--- src/rtl/multi_ch_sig_det_if.sv ---
// -----------------------------------------------------------------------------
// multi_ch_sig_det_if
//   Bundle between the ADC capture registers / acquisition logic and the
//   multi-channel signal detector.
//
//   Handshake: SAMPLE_EN is a valid-only strobe. SAD_D is valid in every cycle
//   SAMPLE_EN is high. There is no ready; the detector accepts every strobed
//   sample. PD_VALID is also a valid-only strobe: PD carries a new sample in
//   every cycle PD_VALID is high.
//
//   master : sample source / consumer (drives SAMPLE_EN, SAD_D, thresholds)
//   slave  : detector (drives PD, PD_VALID, HAVE, HAVE_RISE, EVT_DONE, PEAK)
//   fsm_state : per-channel detector state, 2 bits per channel, debug only
// -----------------------------------------------------------------------------
interface multi_ch_sig_det_if #(
   parameter int NCH = 2,
   parameter int DW  = 14,
   parameter int CW  = 16
);
   logic                SAMPLE_EN;
   logic [NCH*DW-1:0]   SAD_D;
   logic [DW-1:0]       TH_ON;
   logic [DW-1:0]       TH_OFF;
   logic [CW-1:0]       ARM_N;
   logic [CW-1:0]       HOLD_N;
   logic [NCH*DW-1:0]   PD;
   logic                PD_VALID;
   logic [NCH-1:0]      HAVE;
   logic [NCH-1:0]      HAVE_RISE;
   logic [NCH-1:0]      EVT_DONE;
   logic [NCH*DW-1:0]   PEAK;
   logic [2*NCH-1:0]    fsm_state;

   modport master (
      output SAMPLE_EN, SAD_D, TH_ON, TH_OFF, ARM_N, HOLD_N,
      input  PD, PD_VALID, HAVE, HAVE_RISE, EVT_DONE, PEAK, fsm_state
   );

   modport slave (
      input  SAMPLE_EN, SAD_D, TH_ON, TH_OFF, ARM_N, HOLD_N,
      output PD, PD_VALID, HAVE, HAVE_RISE, EVT_DONE, PEAK, fsm_state
   );
endinterface

--- src/rtl/multi_ch_sig_det.sv ---
// -----------------------------------------------------------------------------
// multi_ch_sig_det
//   N-channel ADC front end. Stage 1 rectifies two's-complement samples into
//   unsigned magnitudes (the most-negative code saturates). Stage 2 runs one
//   signal-presence detector per channel with arm count, hysteresis, hold-off
//   and event peak capture.
//
// Ports
//   CLK_P    : clock, all logic on the rising edge
//   RESET_N  : synchronous reset, active low
//   bus      : multi_ch_sig_det_if.slave
//              in : SAMPLE_EN, SAD_D, TH_ON, TH_OFF, ARM_N, HOLD_N
//              out: PD, PD_VALID, HAVE, HAVE_RISE, EVT_DONE, PEAK, fsm_state
//
// Latency SAD_D -> HAVE/HAVE_RISE/EVT_DONE is two cycles. Thresholds and
// count limits are sampled live each time a sample is evaluated.
// -----------------------------------------------------------------------------
module multi_ch_sig_det #(
   parameter int NCH = 2,
   parameter int DW  = 14,
   parameter int CW  = 16
) (
   input logic                 CLK_P,
   input logic                 RESET_N,
   multi_ch_sig_det_if.slave   bus
);

   typedef enum logic [1:0] {
      IDLE   = 2'd0,
      ARM    = 2'd1,
      ACTIVE = 2'd2,
      HOLD   = 2'd3
   } state_t;

   localparam logic [DW-1:0] MOST_NEG = {1'b1, {(DW-1){1'b0}}};
   localparam logic [DW-1:0] MAX_POS  = {1'b0, {(DW-1){1'b1}}};
   localparam logic [DW-1:0] ONE_D    = {{(DW-1){1'b0}}, 1'b1};
   localparam logic [CW-1:0] ONE_C    = {{(CW-1){1'b0}}, 1'b1};
   localparam logic [CW:0]   ONE_X    = {{CW{1'b0}}, 1'b1};

   logic pd_valid_r;

   always_ff @(posedge CLK_P) begin
      if (!RESET_N) pd_valid_r <= 1'b0;
      else          pd_valid_r <= bus.SAMPLE_EN;
   end

   assign bus.PD_VALID = pd_valid_r;

   for (genvar k = 0; k < NCH; k++) begin : g_ch
      logic [DW-1:0] sample;
      logic [DW-1:0] mag;
      logic [DW-1:0] pd_r;
      logic [DW-1:0] peak_trk;
      logic [DW-1:0] peak_out;
      logic [DW-1:0] trk_nx;
      logic [CW-1:0] cnt;
      logic [CW:0]   cnt_nx;
      state_t        state;
      logic          have_r;
      logic          rise_r;
      logic          done_r;
      logic          on;
      logic          off;

      assign sample = bus.SAD_D[k*DW +: DW];

      // -2^(DW-1) has no positive counterpart, so it clips to full scale
      always_comb begin
         mag = sample;
         if (sample == MOST_NEG)  mag = MAX_POS;
         else if (sample[DW-1])   mag = ~sample + ONE_D;
      end

      always_ff @(posedge CLK_P) begin
         if (!RESET_N)           pd_r <= '0;
         else if (bus.SAMPLE_EN) pd_r <= mag;
      end

      assign on     = (pd_r >= bus.TH_ON);
      assign off    = (pd_r <  bus.TH_OFF);
      // one extra bit so the count compare can never wrap
      assign cnt_nx = {1'b0, cnt} + ONE_X;
      // the sample that ends an event still counts toward its peak
      assign trk_nx = (pd_r > peak_trk) ? pd_r : peak_trk;

      always_ff @(posedge CLK_P) begin
         if (!RESET_N) begin
            state    <= IDLE;
            cnt      <= '0;
            peak_trk <= '0;
            peak_out <= '0;
            have_r   <= 1'b0;
            rise_r   <= 1'b0;
            done_r   <= 1'b0;
         end else begin
            rise_r <= 1'b0;
            done_r <= 1'b0;
            if (pd_valid_r) begin
               case (state)
                  IDLE: begin
                     if (on) begin
                        peak_trk <= pd_r;
                        if (bus.ARM_N <= ONE_C) begin
                           state  <= ACTIVE;
                           have_r <= 1'b1;
                           rise_r <= 1'b1;
                           cnt    <= '0;
                        end else begin
                           state <= ARM;
                           cnt   <= ONE_C;
                        end
                     end
                  end
                  ARM: begin
                     if (!on) begin
                        state <= IDLE;
                        cnt   <= '0;
                     end else if (cnt_nx >= {1'b0, bus.ARM_N}) begin
                        state    <= ACTIVE;
                        have_r   <= 1'b1;
                        rise_r   <= 1'b1;
                        peak_trk <= pd_r;
                        cnt      <= '0;
                     end else begin
                        cnt <= cnt_nx[CW-1:0];
                     end
                  end
                  ACTIVE: begin
                     peak_trk <= trk_nx;
                     if (off) begin
                        // hold-off of 0 or 1 sample ends the event immediately
                        if (bus.HOLD_N <= ONE_C) begin
                           state    <= IDLE;
                           have_r   <= 1'b0;
                           done_r   <= 1'b1;
                           peak_out <= trk_nx;
                           cnt      <= '0;
                        end else begin
                           state <= HOLD;
                           cnt   <= ONE_C;
                        end
                     end else begin
                        cnt <= '0;
                     end
                  end
                  HOLD: begin
                     peak_trk <= trk_nx;
                     if (!off) begin
                        state <= ACTIVE;
                        cnt   <= '0;
                     end else if (cnt_nx >= {1'b0, bus.HOLD_N}) begin
                        state    <= IDLE;
                        have_r   <= 1'b0;
                        done_r   <= 1'b1;
                        peak_out <= trk_nx;
                        cnt      <= '0;
                     end else begin
                        cnt <= cnt_nx[CW-1:0];
                     end
                  end
                  default: begin
                     state  <= IDLE;
                     have_r <= 1'b0;
                     cnt    <= '0;
                  end
               endcase
            end
         end
      end

      assign bus.PD[k*DW +: DW]       = pd_r;
      assign bus.PEAK[k*DW +: DW]     = peak_out;
      assign bus.HAVE[k]              = have_r;
      assign bus.HAVE_RISE[k]         = rise_r;
      assign bus.EVT_DONE[k]          = done_r;
      assign bus.fsm_state[2*k +: 2]  = state;
   end

endmodule

--- src/flat_wrapper.sv ---
// flat-port wrapper written by rule: the top's interface ports become plain ports
module multi_ch_sig_det_flat 
#(
   parameter int NCH = 2,
   parameter int DW  = 14,
   parameter int CW  = 16
)
  (CLK_P, RESET_N, bus_SAMPLE_EN, bus_SAD_D, bus_TH_ON, bus_TH_OFF, bus_ARM_N, bus_HOLD_N, bus_PD, bus_PD_VALID, bus_HAVE, bus_HAVE_RISE, bus_EVT_DONE, bus_PEAK, bus_fsm_state);
  multi_ch_sig_det_if #(.NCH(NCH), .DW(DW), .CW(CW)) bus_i ();
  input logic CLK_P;
  input logic RESET_N;
  input wire logic [$bits(bus_i.SAMPLE_EN)-1:0] bus_SAMPLE_EN;
  input wire logic [$bits(bus_i.SAD_D)-1:0] bus_SAD_D;
  input wire logic [$bits(bus_i.TH_ON)-1:0] bus_TH_ON;
  input wire logic [$bits(bus_i.TH_OFF)-1:0] bus_TH_OFF;
  input wire logic [$bits(bus_i.ARM_N)-1:0] bus_ARM_N;
  input wire logic [$bits(bus_i.HOLD_N)-1:0] bus_HOLD_N;
  output wire logic [$bits(bus_i.PD)-1:0] bus_PD;
  output wire logic [$bits(bus_i.PD_VALID)-1:0] bus_PD_VALID;
  output wire logic [$bits(bus_i.HAVE)-1:0] bus_HAVE;
  output wire logic [$bits(bus_i.HAVE_RISE)-1:0] bus_HAVE_RISE;
  output wire logic [$bits(bus_i.EVT_DONE)-1:0] bus_EVT_DONE;
  output wire logic [$bits(bus_i.PEAK)-1:0] bus_PEAK;
  output wire logic [$bits(bus_i.fsm_state)-1:0] bus_fsm_state;
  assign bus_i.SAMPLE_EN = bus_SAMPLE_EN;
  assign bus_i.SAD_D = bus_SAD_D;
  assign bus_i.TH_ON = bus_TH_ON;
  assign bus_i.TH_OFF = bus_TH_OFF;
  assign bus_i.ARM_N = bus_ARM_N;
  assign bus_i.HOLD_N = bus_HOLD_N;
  assign bus_PD = bus_i.PD;
  assign bus_PD_VALID = bus_i.PD_VALID;
  assign bus_HAVE = bus_i.HAVE;
  assign bus_HAVE_RISE = bus_i.HAVE_RISE;
  assign bus_EVT_DONE = bus_i.EVT_DONE;
  assign bus_PEAK = bus_i.PEAK;
  assign bus_fsm_state = bus_i.fsm_state;
  multi_ch_sig_det #(.NCH(NCH), .DW(DW), .CW(CW)) u_core (.CLK_P(CLK_P), .RESET_N(RESET_N), .bus(bus_i));
endmodule
--- config.mk ---
export PLATFORM = sky130hd
export DESIGN_NAME = multi_ch_sig_det_flat
export DESIGN_NICKNAME = d
export VERILOG_FILES = /design/src/rtl/multi_ch_sig_det_if.sv /design/src/rtl/multi_ch_sig_det.sv /design/src/flat_wrapper.sv
export SDC_FILE = /design/constraint.sdc
export NUM_CORES = 1
export LEC_CHECK = 0
export ABC_AREA = 1
export BUFFER_PORTS_ARGS = -buffer_cell sky130_fd_sc_hd__buf_2
export CORE_MARGIN = 8
export CORE_UTILIZATION = 53
export DETAILED_ROUTE_END_ITERATION = 8
export PLACE_DENSITY_LB_ADDON = 0.25
export SLEW_MARGIN = 40
export SYNTH_ARGS = -nofsm -noshare
export SYNTH_HDL_FRONTEND = slang
export SYNTH_SLANG_ARGS = --single-unit
--- constraint.sdc ---
create_clock -name CLK_P -period 3.06 [get_ports CLK_P]
set_input_delay 0 -clock CLK_P [delete_from_list [all_inputs] [get_ports CLK_P]]
set_output_delay 0 -clock CLK_P [all_outputs]
set_load 0.05 [all_outputs]
==> metrics.md, run 1 <==
| Metric | Value |
|---|---|
| Starting Density | `53.7%` |
| Via/cell ratio | `5.48` |
| Overall die height | `159 um` |
| Max_cap viols | `0` |
| Power per cell area | `390 nW/um^2` |
| Reg2reg start | `u_core.g_ch[0].cnt[3]` |
| Sink Count | `127` |
| Share of layout cells above drive strength 1 | `22.6%` |
| Drt total wl | `35200 um` |
| Min-delay worst type | `input pin to flop` |
| Crit path max fanout | `10` |
| IO Pins | `158` |
| Syn Inst Count | `1647` |
| CTS buffer count | `17` |
| Final net count | `2114` |
| P_leak | `7.24 nW` |
| Place WS | `-40.4 ps` |
| Syn nets | `1888` |
| Clk_lat worst skew | `430 ps` |
| Commonest non-fill, non-tap cell in the layout | `nand2_1` |
| Core area | `20100 sq um` |
| Buf+Inv Stages, Crit Path | `3` |
| Post-synth top flop | `dfxtp_1` |
| Failing checks | `negative setup slack` |
| HPWL Detailed | `25000 um` |
| Crit path cell chain | `inv_1 > nor3_4 > nand4_1 > nor2_2 > nand4_1 > xnor2_2 > ha_1 > nand2_1 > inv_2 > nand3_2 > nor3_4 > a211oi_4 > nand2_2 > o21a_1 > nand2_4 > clkbuf_16 > nand2_2 > nand2_1 > nor2_1` |
| Total GRT Usage | `25.3%` |
| Filler instances | `1656` |
| Worst setup slack after layout | `-107 ps` |
| Final Slew Violations | `0` |
| Setup TNS Final | `-1710 ps` |
| Die width | `159 um` |
| Hold path start | `bus_SAD_D[9]` |
| Area added between synthesis and finish | `28.2%` |
| Die area | `25200 sq um` |
| Vias | `11818` |
| Largest net degree at the start of global routing | `73` |
| Routability Congestion | `0.978` |
| Hold path cells | `6` |
| FF-to-FF End | `u_core.g_ch[0].peak_trk[10]` |
| 1st-iter DRT viols | `863` |
| Worst hold endpoint | `u_core.g_ch[0].pd_r[11]` |
| Post-synthesis cell area | `10800 sq um` |
| Initial antenna violation count | `0` |
| Max_slew headroom | `44.5%` |
| Sequential-to-total area share from yosys stat | `23.5%` |
| CTS tree | `done` |
| Peak supply drop | `404 uV` |
| Row count | `52` |
| Final Setup Violations | `40` |
| R2R setup slack | `-110 ps` |
| CP peak stage delay | `340 ps` |
| Crit-path leading delay family | `simple AND/OR/NAND/NOR gates` |
| Final period util | `104%` |
| Fin. Hold Viols | `0` |
| Yosys cell types | `49` |
| Residual DRC | `0` |
| Mean post-synth cell area | `6.56 sq um` |
| Number of synthesized register bits | `127` |
| Tmin final | `3170 ps` |
| RSZ-0062 raised after global routing | `yes` |
| Timing startpoint of the critical path | `u_core.g_ch[0].cnt[3]` |
| Post-synth EDFFs | `0` |
| Worst-path clk slew | `60 ps` |
| CTS root buf | `clkbuf_16` |
| Synth warn | `0` |
| Routed Antenna Nets | `0` |
| Worst path required time | `3380 ps` |
| Overflow after GRT | `0` |
| Critical path startpoint category | `flop` |
| Type of the worst setup path | `flop to flop` |
| Crit end category | `flop` |
| Number of global-route vias before repair | `10893` |
| First-pass GRT wire length | `53200 um` |
| Drt first pass iters | `5` |
| Status | `finished, violations left` |
| Hold slack | `18.3 ps` |
| Slowest CP cell | `dfxtp_1` |
| Maximum clock path buffer count | `2` |
| Synth async-reset ratio | `0%` |
| Reg2Reg Depth | `19` |
| Worst path arrival time | `3490 ps` |
| Buffers on Ports | `157` |
| Skew final | `7.72 ps` |
| Most frequent cells in the layout | `nand2_1 (360), inv_1 (224), buf_2 (157)` |
| Wire per inst | `16.3 um` |
| # diodes | `0` |
| Max Freq | `316 MHz` |
| H-Tree Depth | `4` |
| Worst Tran Pin Value | `832 ps` |
-- worst max-delay path by stage --
stage                                              to  slack [ps]  cells after the start
after floorplan            u_core.g_ch[0].peak_trk[4]         190                     21
after global placement     u_core.g_ch[0].peak_out[4]          70                     15
after detailed placement       u_core.g_ch[0].cnt[12]         -40                     17
after CTS                  u_core.g_ch[0].peak_trk[8]           5                     18
after global routing          u_core.g_ch[0].state[0]        -300                     19
final                     u_core.g_ch[0].peak_trk[10]        -110                     19
-- cell families after synthesis --
kind of cell | after synthesis | share of synthesized area [%]
and+or+nand+nor | 815 | 33.7
buffers and inverters | 298 | 11.1
AOI/OAI and AO/OA | 226 | 11.7
adders and majority gates | 150 | 17.4
DFF | 127 | 23.5
xor gates and xnor gates | 31 | 2.51
-- through the flow --
stage	power (mW)	util (%)	std cells	cell area (sq um)
floorplan	2.75	-	1647	10800
global placement	3.12	59.8	2068	12000
detailed placement	3.14	59.8	2068	12000
CTS	5.30	64.5	2132	13000
global route	5.66	68.9	2156	13800
finish	5.40	68.9	2156	13800
-- cell type report --
| cell class | instances | area, sq um | area share (%) |
|---|---|---|---|
| tap | 270 | 338 | 2.44 |
| sequential | 127 | 2550 | 18.5 |
| timing repair buffer | 254 | 1750 | 12.7 |
| clock inverter | 12 | 160 | 1.16 |
| multi-input combinational | 1226 | 7650 | 55.3 |
| clock buffer | 20 | 457 | 3.30 |
| inverter | 247 | 930 | 6.72 |
-- synthesized netlist by cell type (all sizes together) (5+ instances only) --
library cell	count	area, sq um
a211oi	5	37.5
a21oi	113	573
a31oi	16	100
buf	29	193
clkbuf	22	82.6
dfxtp	127	2540
ha	150	1880
inv	244	916
nand2	407	1550
nand3	125	671
nand3b	18	135
nand4	41	269
nor2	177	728
nor3	27	140
nor4	7	62.6
o21a	5	37.5
o21ai	64	328
o221ai	6	52.6
or2	7	43.8
xnor2	9	78.8
xor2	22	193
-- worst register-to-register path, cell delays in order, from the launching register on --
cell and delay (ps):
dfxtp_1 340, inv_1 90, nor3_4 210, nand4_1 180, nor2_2 200, nand4_1 180, xnor2_2 310, ha_1 280
nand2_1 80, inv_2 40, nand3_2 70, nor3_4 50, a211oi_4 310, nand2_2 100, o21a_1 160, nand2_4 130
clkbuf_16 180, nand2_2 40, nand2_1 50, nor2_1 60
-- sequential cells by signal, summed over array words and instances (netlist names) --
register / cells
u_core.g_ch.done_r: 2
u_core.g_ch.rise_r: 2
u_core.g_ch.peak_out: 28
u_core.g_ch.pd_r: 28
u_core.g_ch.cnt: 32
u_core.g_ch.state: 4
u_core.g_ch.peak_trk: 28
u_core.bus.PD_VALID: 1
u_core.g_ch.have_r: 2
-- power by group --
group	internal, mW	leakage (nW)	switching, mW
sequential	1.71	1.04	0.0803
clock	1.33	0.289	0.804
combinational	0.495	5.91	0.979
-- routing by layer --
metal  vias up  share of wire (%)  track usage (%)
li1       5862                  -                -
met1      5379                 42             30.8
met2       500                 48             43.0
met3        77                8.1             5.79
met4         0                2.5             8.48
met5         -                  0                0
-- timing repair --
action	CTS	global route
gates cloned	0	10
gates resized for setup	3	149
buffers inserted	0	15
endpoints found under the hold margin	24	0
hold buffers	32	0
endpoints found under the setup margin	27	94
pin swaps	1	61
(Power assumes the default switching activity.)
==> run 2, diff against run 1 <==
Settings changed: CORE_MARGIN 8 to default.
==> run 2 against run 1 <==
  * The flow still finishes with violations (negative setup slack)
  * Power about the same
  * Sequential power hardly changed
  * Worst setup slack lost 56 ps
  * Sequential share of layout area is 0.37 points lower
  * Register-to-register slack lost 60 ps
  * Final area is 2.1% higher
  * Combinational power about the same
  * Die area is 17% lower
  * Global-route usage increased by 6.3 points
  * First-iteration DRC count is 2.2% higher
  * Critical path depth down 1
  * Clock skew rose by 3.1 ps
  * Highest routed layer unchanged
==> metrics.md, run 2 (synthesis gave the netlist of run 1 again) <==
| Metric | Value |
|---|---|
| Clock network power share | `39.1%` |
| Wire per inst | `16.4 um` |
| Max_slew headroom | `53.2%` |
| Share of layout cells above drive strength 1 | `24.0%` |
| Critical path startpoint category | `flop` |
| Max Freq | `310 MHz` |
| Cell repeated most along the worst path | `nand4_1` |
| Maximum clock path buffer count | `2` |
| CP peak stage delay | `360 ps` |
| Slowest CP cell | `dfxtp_2` |
| Power per cell area | `382 nW/um^2` |
| Crit end category | `flop` |
| Sink Count | `127` |
| Worst Tran Pin Value | `702 ps` |
| Fin. Hold Viols | `0` |
| Hold path cells | `4` |
| P_sw | `1.89 mW` |
| Final period util | `105%` |
| Drt total wl | `35500 um` |
| RSZ-0062 raised after global routing | `yes` |
| CTS root buf | `clkbuf_16` |
| Type of the worst setup path | `flop to flop` |
| First-pass GRT wire length | `51700 um` |
| Largest net degree at the start of global routing | `41` |
| Final Setup Violations | `64` |
| Tmin final | `3220 ps` |
| Max_cap viols | `0` |
| Hold slack | `18.5 ps` |
| Peak supply drop | `358 uV` |
| Reg2Reg Depth | `18` |
| Drt first pass iters | `5` |
| Sequential Power Share | `33.0%` |
| CTS tree | `done` |
| Routed Antenna Nets | `0` |
| Number of global-route vias before repair | `10897` |
| FF-to-FF End | `u_core.g_ch[1].peak_out[5]` |
| Status | `finished, violations left` |
| CTS buffer count | `17` |
| Initial antenna violation count | `0` |
| Worst path arrival time | `3560 ps` |
| Sw Ratio | `34.9%` |
| Min-delay worst type | `input pin to flop` |
| Clk_lat worst skew | `430 ps` |
| P_leak | `7.30 nW` |
| Overall die height | `145 um` |
| Worst setup slack after layout | `-163 ps` |
| Biggest register | `u_core.g_ch.cnt` |
| Worst path required time | `3400 ps` |
| Overflow after GRT | `0` |
| Crit path cell chain | `nand4_1 > nor2_2 > inv_2 > nor2_4 > nand2_2 > nor4_4 > xor2_2 > ha_1 > nand2_2 > nor2_1 > nand4_1 > nand4_1 > nor2_4 > nand3_2 > nand2_4 > clkbuf_16 > nand2_1 > a21oi_1` |
| Residual DRC | `0` |
| Buffers on Ports | `157` |
| Commonest non-fill, non-tap cell in the layout | `nand2_1` |
| Core area | `19700 sq um` |
| Area added between synthesis and finish | `30.9%` |
| Combinational cell fraction of total power | `27.8%` |
| 1st-iter DRT viols | `882` |
| Failing checks | `negative setup slack` |
| Crit path max fanout | `7` |
| H-Tree Depth | `4` |
| Vias | `12049` |
| Worst-path clk slew | `60 ps` |
| Starting Density | `54.8%` |
| Most frequent cells in the layout | `nand2_1 (368), inv_1 (223), buf_2 (157)` |
| Via/cell ratio | `5.57` |
| Final Slew Violations | `0` |
| Row count | `51` |
| Buf+Inv Stages, Crit Path | `2` |
| Hold path start | `bus_SAD_D[2]` |
| Routability Congestion | `0.952` |
| Power Internal | `3.52 mW` |
| Reg2reg start | `u_core.g_ch[1].cnt[0]` |
| Skew final | `10.8 ps` |
| Crit-path leading delay family | `simple AND/OR/NAND/NOR gates` |
| Filler instances | `1556` |
| Die area | `20900 sq um` |
| Die width | `145 um` |
| IO Pins | `158` |
| Total GRT Usage | `31.5%` |
| Largest register FFs | `32` |
| Worst hold endpoint | `u_core.g_ch[0].pd_r[2]` |
| HPWL Detailed | `24100 um` |
| Total Power | `5.40 mW` |
| Final net count | `2127` |
| R2R setup slack | `-160 ps` |
| Final Util | `71.7%` |
## run 2: power groups by stage
| stage | sequential [mW] | combinational, mW | clock [mW] |
|---|---|---|---|
| detailed placement | 1.82 | 1.34 | 0 |
| floorplan | 1.92 | 0.834 | 0 |
| global placement | 1.82 | 1.32 | 0 |
| CTS | 1.78 | 1.38 | 2.11 |
| global route | 1.79 | 1.67 | 2.21 |
| finish | 1.78 | 1.50 | 2.12 |
## run 2: per-layer routing
metal  wire (um)  vias up  track usage [%]
li1            -     5906                -
met5           0        -                0
met1       14600     5487             39.8
met2       17100      557             53.6
met3        2710       99             5.00
met4        1110        0             12.2
## run 2: per-stage QoR
step                cells  cell area [sq um]  TNS (ps)  worst slack (ps)
floorplan            1647              10800         0               186
global placement     2079              12100     -41.4             -41.4
detailed placement   2079              12100     -3450              -154
CTS                  2141              13100         0              9.59
global route         2164              14100    -20080              -294
finish               2165              14100     -3970              -163
## run 2: timing repair
item                                    4_1_cts  5_1_grt
endpoints found under the setup margin       43       96
hold buffers                                 28        0
pin swaps                                     4       71
gates cloned                                  0       13
buffers inserted                              2       12
resized for setup                            10      171
endpoints found under the hold margin        22        0
## run 2: worst max-delay path by stage
stage | start | to | slack (ps) | cells past startpoint
finish | u_core.g_ch[1].cnt[0] | u_core.g_ch[1].peak_out[5] | -160 | 18
global route | u_core.g_ch[1].cnt[0] | u_core.g_ch[1].peak_out[5] | -290 | 18
CTS | u_core.g_ch[1].cnt[1] | u_core.g_ch[1].peak_trk[12] | 10 | 26
detailed placement | u_core.g_ch[0].cnt[0] | u_core.g_ch[0].cnt[14] | -150 | 16
global placement | u_core.g_ch[0].cnt[0] | u_core.g_ch[0].cnt[12] | -40 | 18
floorplan | u_core.g_ch[0].cnt[0] | u_core.g_ch[0].peak_trk[4] | 190 | 21
## run 2: final cells by class
class | count | area, sq um | area share (%)
clock inverters | 13 | 165 | 1.17
repair inverters | 1 | 6.26 | 0.0443
inverters | 247 | 937 | 6.63
clock buffers | 19 | 443 | 3.13
repair buffers | 266 | 1850 | 13.1
flip-flops and latches | 127 | 2560 | 18.1
well taps | 265 | 332 | 2.35
multi-input cells | 1226 | 7840 | 55.5
diodes | 1 | 2.50 | 0.0177
## run 2: worst register-to-register path, delay by kind of cell (launching register included)
| family | cells | cell delay [ps] |
|---|---|---|
| xor+xnor | 1 | 260 |
| compound gates | 1 | 150 |
| flops | 1 | 360 |
| simple gates | 13 | 1790 |
| fa+ha+maj | 1 | 290 |
| buf+inv | 2 | 280 |
==> run 3, diff against run 2 <==
Settings changed: MAX_ROUTING_LAYER from default to met4, REMOVE_ABC_BUFFERS from default to 1.
==> run 3 against run 2 <==
  * Critical path type unchanged
  * The run still ends with negative setup slack left
  * Non-clock buffer count decreased by 1
  * Clock power about the same
  * Global-route usage is 0.082 points higher
  * Worst hold slack gained 9.8 ps
  * Worst setup slack better by 77 ps
==> metrics.md, run 3 (synthesis gave the netlist of run 1 again) <==
| Metric | Value |
|---|---|
| Status | `finished, violations left` |
| Failing checks | `negative setup slack` |
| P_leak | `7.27 nW` |
| Initial antenna violation count | `0` |
| Max_cap viols | `0` |
| Crit end category | `flop` |
| Clk_lat worst skew | `430 ps` |
| Final Util | `71.2%` |
| Most frequent cells in the layout | `nand2_1 (356), inv_1 (221), buf_2 (157)` |
| Maximum clock path buffer count | `2` |
| Hold slack | `28.3 ps` |
| Final net count | `2124` |
| Commonest non-fill, non-tap cell in the layout | `nand2_1` |
| Vias | `12047` |
| 1st-iter DRT viols | `982` |
| Worst setup slack after layout | `-86.1 ps` |
| Routability Congestion | `0.950` |
| RSZ-0062 raised after global routing | `yes` |
| HPWL Detailed | `24100 um` |
| Die area | `20900 sq um` |
| IO Pins | `158` |
| Final Slew Violations | `0` |
| Starting Density | `54.8%` |
| CTS buffer count | `17` |
| Type of the worst setup path | `flop to flop` |
| Largest net degree at the start of global routing | `51` |
| Drt total wl | `34800 um` |
| First-pass GRT wire length | `50100 um` |
| Routed Antenna Nets | `0` |
| Buffers on Ports | `157` |
| Worst Tran Pin Value | `916 ps` |
| Core area | `19700 sq um` |
| Place WS | `-32.3 ps` |
| Crit path max fanout | `7` |
| Worst path required time | `3390 ps` |
| Final period util | `103%` |
| Final Setup Violations | `22` |
| Peak supply drop | `341 uV` |
| Die width | `145 um` |
| Tmin final | `3150 ps` |
| Row count | `51` |
| Skew final | `12.6 ps` |
| Min-delay worst type | `input pin to flop` |
| Drt first pass iters | `6` |
| # diodes | `0` |
| H-Tree Depth | `4` |
| Power per cell area | `387 nW/um^2` |
| Total GRT Usage | `31.6%` |
| Setup TNS Final | `-887 ps` |
| Biggest register | `u_core.g_ch.cnt` |
| Wire per inst | `16.1 um` |
| Fin. Hold Viols | `0` |
| CTS root buf | `clkbuf_16` |
| Number of global-route vias before repair | `10564` |
| Max_slew headroom | `38.6%` |
| Worst path arrival time | `3480 ps` |
| Sink Count | `127` |
| Residual DRC | `0` |
| CTS tree | `done` |
| Max Freq | `318 MHz` |
| Worst-path clk slew | `70 ps` |
| Critical path startpoint category | `flop` |
| Share of layout cells above drive strength 1 | `23.7%` |
| Largest register FFs | `32` |
| Area added between synthesis and finish | `30.0%` |
| Overall die height | `145 um` |
| Overflow after GRT | `0` |
| Via/cell ratio | `5.57` |
[run 3: cell count changes in the layout (fill, tap and decap cells not counted), moves of 4 or more]
cell and delta:
a21oi_1 +15, a21oi_2 -15, inv_6 +5, nand2_1 -12
nand2_2 +14, nand3_1 +7, nand3_2 -4
[run 3: stage by stage]
stage / power (mW) / instance area [sq um] / std cells
final: 5.43 / 14000 / 2161
after global placement: 3.12 / 12100 / 2073
after CTS: 5.32 / 13000 / 2134
after detailed placement: 3.16 / 12100 / 2073
after floorplan: 2.71 / 10500 / 1596
after global routing: 5.66 / 14000 / 2161
[run 3: path summary, 6_finish.rpt]
check / start / slack, ps / to / cells past startpoint
min reg2reg: u_core.g_ch[0].have_r / 460 / u_core.g_ch[0].have_r / 2
max: u_core.g_ch[0].cnt[5] / -90 / u_core.g_ch[0].peak_trk[11] / 19
max reg2reg: u_core.g_ch[0].cnt[5] / -90 / u_core.g_ch[0].peak_trk[11] / 19
min: bus_SAMPLE_EN / 30 / u_core.g_ch[1].pd_r[10] / 3
[run 3: worst max-delay path, cell delays in order, from the launching register on]
cell and delay (ps):
dfxtp_1 470, nand2_1 140, nor3_2 160, buf_4 170
nand4_1 120, xor2_2 230, ha_1 290, nand2_2 80
inv_2 40, nand2_2 90, nor2_4 60, buf_6 120
a211oi_4 330, nand2_2 110, o21a_1 160, nand2_4 130
clkbuf_16 170, nand2_1 60, nand2_1 60, nor2_1 40
[run 3: layout make-up]
cell class / instances / area, sq um
clock inverter: 14 / 183
timing repair buffer: 265 / 1860
sequential: 127 / 2560
clock buffer: 18 / 429
inverter: 247 / 932
tap: 265 / 332
fill: 1572 / 5680
multi-input combinational: 1225 / 7740
[run 3: where the power goes]
part	switching [mW]	internal [mW]
registers	0.0901	1.71
clock network	0.853	1.30
logic	0.976	0.505
total	1.92	3.51
[run 3: repair_timing]
| action | CTS | global route |
|---|---|---|
| buffers inserted | 1 | 17 |
| setup endpoints to repair | 30 | 96 |
| gates cloned | 0 | 10 |
| resized for setup | 10 | 158 |
| pin swaps | 6 | 70 |
| hold endpoints to repair | 22 | 0 |
| hold buffers | 28 | 0 |
[run 3: routing by layer]
layer | vias up | GRT usage, % | share of wire [%]
met5 | - | - | 0
met2 | 544 | 53.2 | 48
li1 | 5886 | - | -
met3 | 83 | 4.05 | 7.3
met4 | 0 | 11.0 | 2.8
met1 | 5534 | 38.9 | 42
